--- config.mk ---
export PLATFORM = sky130hd
export DESIGN_NAME = bfu_pipe
export DESIGN_NICKNAME = d
export VERILOG_FILES = /design/src/rtl/bfu_pipe.sv
export SDC_FILE = /design/constraint.sdc
export NUM_CORES = 2
export LEC_CHECK = 0
export CAP_MARGIN = 10
export CORE_UTILIZATION = 47
export DETAILED_ROUTE_END_ITERATION = 10
export HOLD_SLACK_MARGIN = 0.03
export PLACE_DENSITY = 0.74
export SYNTH_ARGS = -nofsm -noshare
export SYNTH_HDL_FRONTEND = slang
export SYNTH_SLANG_ARGS = --single-unit
--- constraint.sdc ---
create_clock -name clk -period 27.8 [get_ports clk]
set_input_delay 2.78 -clock clk [delete_from_list [all_inputs] [get_ports clk]]
set_output_delay 2.78 -clock clk [all_outputs]
set_load 0.05 [all_outputs]
--- src/rtl/bfu_pipe.sv ---
// Radix-2 DIT butterfly, 4-stage valid/ready pipeline, sticky overflow.
// Define BFU_SAT_EN to clamp out-of-range results instead of wrapping.
module bfu_pipe #(
  parameter int DW    = 16,
  parameter int TW    = 16,
  parameter int TFRAC = TW - 1
) (
  input  logic          clk,
  input  logic          rst,
  input  logic          in_valid,
  output logic          in_ready,
  input  logic [DW-1:0] a_r,
  input  logic [DW-1:0] a_i,
  input  logic [DW-1:0] b_r,
  input  logic [DW-1:0] b_i,
  input  logic [TW-1:0] w_r,
  input  logic [TW-1:0] w_i,
  input  logic          inverse,
  input  logic          scale,
  output logic          out_valid,
  input  logic          out_ready,
  output logic [DW-1:0] ao_r,
  output logic [DW-1:0] ao_i,
  output logic [DW-1:0] bo_r,
  output logic [DW-1:0] bo_i,
  output logic          ovf,
  input  logic          ovf_clr
);
  localparam int PW = DW + TW + 2;
  localparam int XW = DW + 2;
  localparam logic signed [PW-1:0] RND =
    PW'(1) << (TFRAC - 1);

  logic adv;
  logic v1_q, v2_q, v3_q, v4_q;

  assign adv       = !v4_q || out_ready;
  assign in_ready  = adv && !rst;
  assign out_valid = v4_q;

  always_ff @(posedge clk) begin
    if (rst) begin
      v1_q <= 1'b0;
      v2_q <= 1'b0;
      v3_q <= 1'b0;
      v4_q <= 1'b0;
    end else if (adv) begin
      v1_q <= in_valid;
      v2_q <= v1_q;
      v3_q <= v2_q;
      v4_q <= v3_q;
    end
  end

  // S1: operands; conj(W) negates w_i one bit wider so -min is exact
  logic signed [DW-1:0] a1r_q, a1i_q, b1r_q, b1i_q;
  logic signed [TW-1:0] w1r_q;
  logic signed [TW:0]   wi_x, w1i_d, w1i_q;
  logic                 sc1_q;

  assign wi_x  = {w_i[TW-1], w_i};
  assign w1i_d = inverse ? -wi_x : wi_x;

  always_ff @(posedge clk) begin
    if (adv) begin
      a1r_q <= a_r;
      a1i_q <= a_i;
      b1r_q <= b_r;
      b1i_q <= b_i;
      w1r_q <= w_r;
      w1i_q <= w1i_d;
      sc1_q <= scale;
    end
  end

  // S2: full-precision complex product
  logic signed [PW-1:0] pr_d, pi_d, pr_q, pi_q;
  logic signed [DW-1:0] a2r_q, a2i_q;
  logic                 sc2_q;

  assign pr_d = PW'(b1r_q) * PW'(w1r_q)
              - PW'(b1i_q) * PW'(w1i_q);
  assign pi_d = PW'(b1r_q) * PW'(w1i_q)
              + PW'(b1i_q) * PW'(w1r_q);

  always_ff @(posedge clk) begin
    if (adv) begin
      pr_q  <= pr_d;
      pi_q  <= pi_d;
      a2r_q <= a1r_q;
      a2i_q <= a1i_q;
      sc2_q <= sc1_q;
    end
  end

  // S3: round-half-up and drop fraction bits
  logic signed [XW-1:0] t3r_d, t3i_d, t3r_q, t3i_q;
  logic signed [DW-1:0] a3r_q, a3i_q;
  logic                 sc3_q;

  assign t3r_d = XW'((pr_q + RND) >>> TFRAC);
  assign t3i_d = XW'((pi_q + RND) >>> TFRAC);

  always_ff @(posedge clk) begin
    if (adv) begin
      t3r_q <= t3r_d;
      t3i_q <= t3i_d;
      a3r_q <= a2r_q;
      a3i_q <= a2i_q;
      sc3_q <= sc2_q;
    end
  end

  // S4: add/sub, optional halving, range reduction
  function automatic logic signed [XW-1:0] scl(
    input logic signed [XW-1:0] x,
    input logic                 s
  );
    return s ? (x + XW'(1)) >>> 1 : x;
  endfunction

  function automatic logic fits(
    input logic signed [XW-1:0] x
  );
    return (&x[XW-1:DW-1]) || !(|x[XW-1:DW-1]);
  endfunction

  function automatic logic [DW-1:0] red(
    input logic signed [XW-1:0] x
  );
`ifdef BFU_SAT_EN
    if (fits(x)) return x[DW-1:0];
    else if (x[XW-1]) return {1'b1, {(DW-1){1'b0}}};
    else return {1'b0, {(DW-1){1'b1}}};
`else
    return x[DW-1:0];
`endif
  endfunction

  logic signed [XW-1:0] sr, si, dr, di;
  logic                 ovf4;

  assign sr = scl(XW'(a3r_q) + t3r_q, sc3_q);
  assign si = scl(XW'(a3i_q) + t3i_q, sc3_q);
  assign dr = scl(XW'(a3r_q) - t3r_q, sc3_q);
  assign di = scl(XW'(a3i_q) - t3i_q, sc3_q);
  assign ovf4 = !(fits(sr) && fits(si)
               && fits(dr) && fits(di));

  logic [DW-1:0] aor_q, aoi_q, bor_q, boi_q;
  logic          ovf_d, ovf_q;

  always_ff @(posedge clk) begin
    if (rst) begin
      aor_q <= '0;
      aoi_q <= '0;
      bor_q <= '0;
      boi_q <= '0;
    end else if (adv && v3_q) begin
      aor_q <= red(sr);
      aoi_q <= red(si);
      bor_q <= red(dr);
      boi_q <= red(di);
    end
  end

  // a fresh overflow outranks a simultaneous clear
  always_comb begin
    ovf_d = ovf_q;
    if (ovf_clr) ovf_d = 1'b0;
    if (adv && v3_q && ovf4) ovf_d = 1'b1;
  end

  always_ff @(posedge clk) begin
    if (rst) ovf_q <= 1'b0;
    else     ovf_q <= ovf_d;
  end

  assign ao_r = aor_q;
  assign ao_i = aoi_q;
  assign bo_r = bor_q;
  assign bo_i = boi_q;
  assign ovf  = ovf_q;
endmodule

==> impl_metrics.ini <==
[yosys]
ys_warn_count = 0
synth_top_area_share_pct = 42.3
synth.area.top_cells = fa_1 42%, edfxtp_1 13%, inv_1 9.1%
synthCells = 5770
synth_edf_count = 238
yosysSeqAreaShare_pct = 15.1
yosysTopAreaCell = fa_1
syn_avg_cell_area_um2 = 9.79
ys_async_sr_fraction_pct = 0
synthesis.nets = 7446
synth_area_mm2 = 0.0565
synth_ff_type = edfxtp_1
yosysUniqueCellTypes = 100
ys_seq_elements = 307

[grt]
grt_pass1_vias = 42700
grt_start_max_net_pins = 148
grt-ovfl-total = 0
gr-usage-met3_pct = 5.47
antenna_found_initial = 12
grt_pass1_wl_mm = 233
track_usage_pct = 24.6
gr-usage-met1_pct = 32.0
grtUsageMet2_pct = 40.3
grt_busiest_layer = met2

[clock_network]
postCtsHoldBufs = 0
cts_tree = built
cts_root_buffer = clkbuf_16
cts.clk_slew.worst_paths_ns = 0.06
postCtsSetupBuffers = 0
cts_max_level = 2
clock_path_buffers = 3
cts-resized-gates = 0
clk_latency_ns = 0.62
cts.sinks = 307
numCtsBuffers = 38

[critical_path]
start_kind = register
crit_path_max_incr_delay_ns = 0.64
r2r-end = pr_q[32]$_DFFE_PN_
path_class = reg2reg
worstPathRequired_ns = 28.14
cp-end-kind = register
cp_common_cell = fa_1
rrSetupSlack_ns = 18.50
cpMaxStageDelayCell = inv_1
worstPathArrival_ns = 9.64
rr_startpoint = b1i_q[0]$_DFFE_PN_
worstPathMaxFanout = 33
r2r_cells = 28

[placement]
place_congestion = 0.934
port_buffers = 169
dpl.cell_count = 7350
dpl.hpwl_mm = 109
dp_slack_ns = 18.59

[sta]
rsz0062_at_grt = false
hold_violations = 0
setup_slack_ns = 18.50
slew_headroom_pct = 29.6
tightest_slew_ns = 1.06
max_freq_ghz = 0.108
finalSetupViolCount = 0
fin_tns_setup_ns = 0
drv_slew = 0
period_share_pct = 33.5
layout_min_cycle_time_ns = 9.30
fin_worst_skew_ns = 0.0256

[detailed_routing]
ant_nets = 0
wl_per_cell_um = 19.4
vias = 39500
drt_wl_total_mm = 144
via_per_inst = 5.32
drc = 0
dr.first_iter.drc_count = 2718
drt-pass1-iter-count = 6

[job]
maxCapViolCount = 0

[worst_hold_path]
hold_path_class = reg2reg
hold_path_end = a3i_q[10]$_DFFE_PN_
min_from = a2i_q[10]$_DFFE_PN_
holdPathStages = 0

[die]
rows = 126
fp.dieArea_mm2 = 0.122
die_h_um = 349
initial_utilization_pct = 47.7
core_area_mm2 = 0.119
dieWidth_um = 349
ios = 170

[cells_and_area]
fin_util_pct = 51.5
most-common-layout-cells = 1,364 x inv_1, 1,194 x fa_1, 590 x nand2_1
syn_to_final_growth_pct = 7.97
fin_nets = 7466
finalNonFillerCells = 7424
final_common_cell = inv_1
drive_gt1_share_pct = 3.11

[run_status]
status = finished, final reports clean
==> critical path: cells and delay by family, from the launching register on <==
| family | cells | cell delay (ns) |
|---|---|---|
| XOR/XNOR | 1 | 0.13 |
| flip-flops | 1 | 0.32 |
| AO/OA/AOI/OAI | 8 | 2.29 |
| adder cells (fa/ha/maj) | 9 | 4.19 |
| AND/OR/NAND/NOR | 3 | 0.64 |
| buffers and inverters | 7 | 1.43 |
==> cell families (layout without fill, tap and decap cells) <==
logic type                 Yosys count  in the layout  share of synthesized area, %
DFF                                307            307                          15.1
buffers and inverters             1628           1678                          11.0
and+or+nand+nor                   1587           1587                          14.1
muxes                               17             17                         0.301
adders and majority gates         1573           1573                          50.7
other                                0              4                             0
xor gates and xnor gates           197            197                          3.05
AOI/OAI and AO/OA                  461            461                          5.67
==> synthesized netlist by cell type, drive strengths merged, types with 7 or more instances <==
cell type and count:
a311oi 9, a211o 8, ha 379, nand2b 45, or3 19, o21a 22, fa 1194, a211oi 55
xnor2 148, a221oi 7, nor2b 45, o21ai 69, o21bai 17, o211ai 10, inv 1364, nand4 9
xor2 49, a21o 23, o311ai 11, edfxtp 238, o31ai 9, a31oi 11, a21oi 129, or2 13
nand2 591, nor4 17, nor3 56, nand3 43, mux2i 17, buf 20, dfxtp 69, and2 508
and3 25, a2111oi 9, and4 7, nor2 178, nor3b 9, clkbuf 243, or4 7
==> worst max path at each step <==
stage          slack [ns]          startpoint            endpoint  cells past startpoint
2_1_floorplan       14.43           out_ready            in_ready                      3
3_3_place_gp        18.72  b1i_q[0]$_DFFE_PN_  pr_q[32]$_DFFE_PN_                     28
3_5_place_dp        18.59  b1i_q[0]$_DFFE_PN_  pr_q[32]$_DFFE_PN_                     28
4_1_cts             18.57  b1i_q[0]$_DFFE_PN_  pr_q[32]$_DFFE_PN_                     28
5_1_grt             18.10  b1i_q[0]$_DFFE_PN_  pr_q[32]$_DFFE_PN_                     28
6_report            18.50  b1i_q[0]$_DFFE_PN_  pr_q[32]$_DFFE_PN_                     28
==> sequential cells by signal, indices dropped and copies added (netlist names), 16 cells and up <==
name   count
a3r_q     16
t3i_q     18
w1r_q     16
b1i_q     16
pi_q      19
ao_i      16
w1i_q     17
t3r_q     18
a1r_q     16
a2r_q     16
bo_r      16
b1r_q     16
pr_q      19
a2i_q     16
bo_i      16
ao_r      16
a3i_q     16
a1i_q     16
==> layout make-up <==
cell class	instances	area [um2]
Antenna cell	4	10.0
Clock buffer	50	1040
Clock inverter	20	307
Fill cell	10600	57500
Inverter	1365	5120
Multi-Input combinational cell	3835	41700
Sequential cell	307	8530
Tap cell	1600	2000
Timing Repair Buffer	243	2250
==> through the flow <==
| step | hold WS (ns) | area, um2 |
|---|---|---|
| 2_1_floorplan | 0.400 | 56500 |
| 3_3_place_gp | 0.403 | 59700 |
| 3_5_place_dp | 0.405 | 59700 |
| 4_1_cts | 0.418 | 61000 |
| 5_1_grt | 0.419 | 61000 |
| 6_report | 0.415 | 61000 |
==> per-layer routing <==
layer  share of wire (%)  routed length, um
met1                  40              58000
met2                  47              67400
met3                 9.2              13200
met4                 3.5               5080
met5               0.039                 56
Power is not shown: default switching activity piles up to over one toggle a cycle in this logic, so the estimate is an artifact.
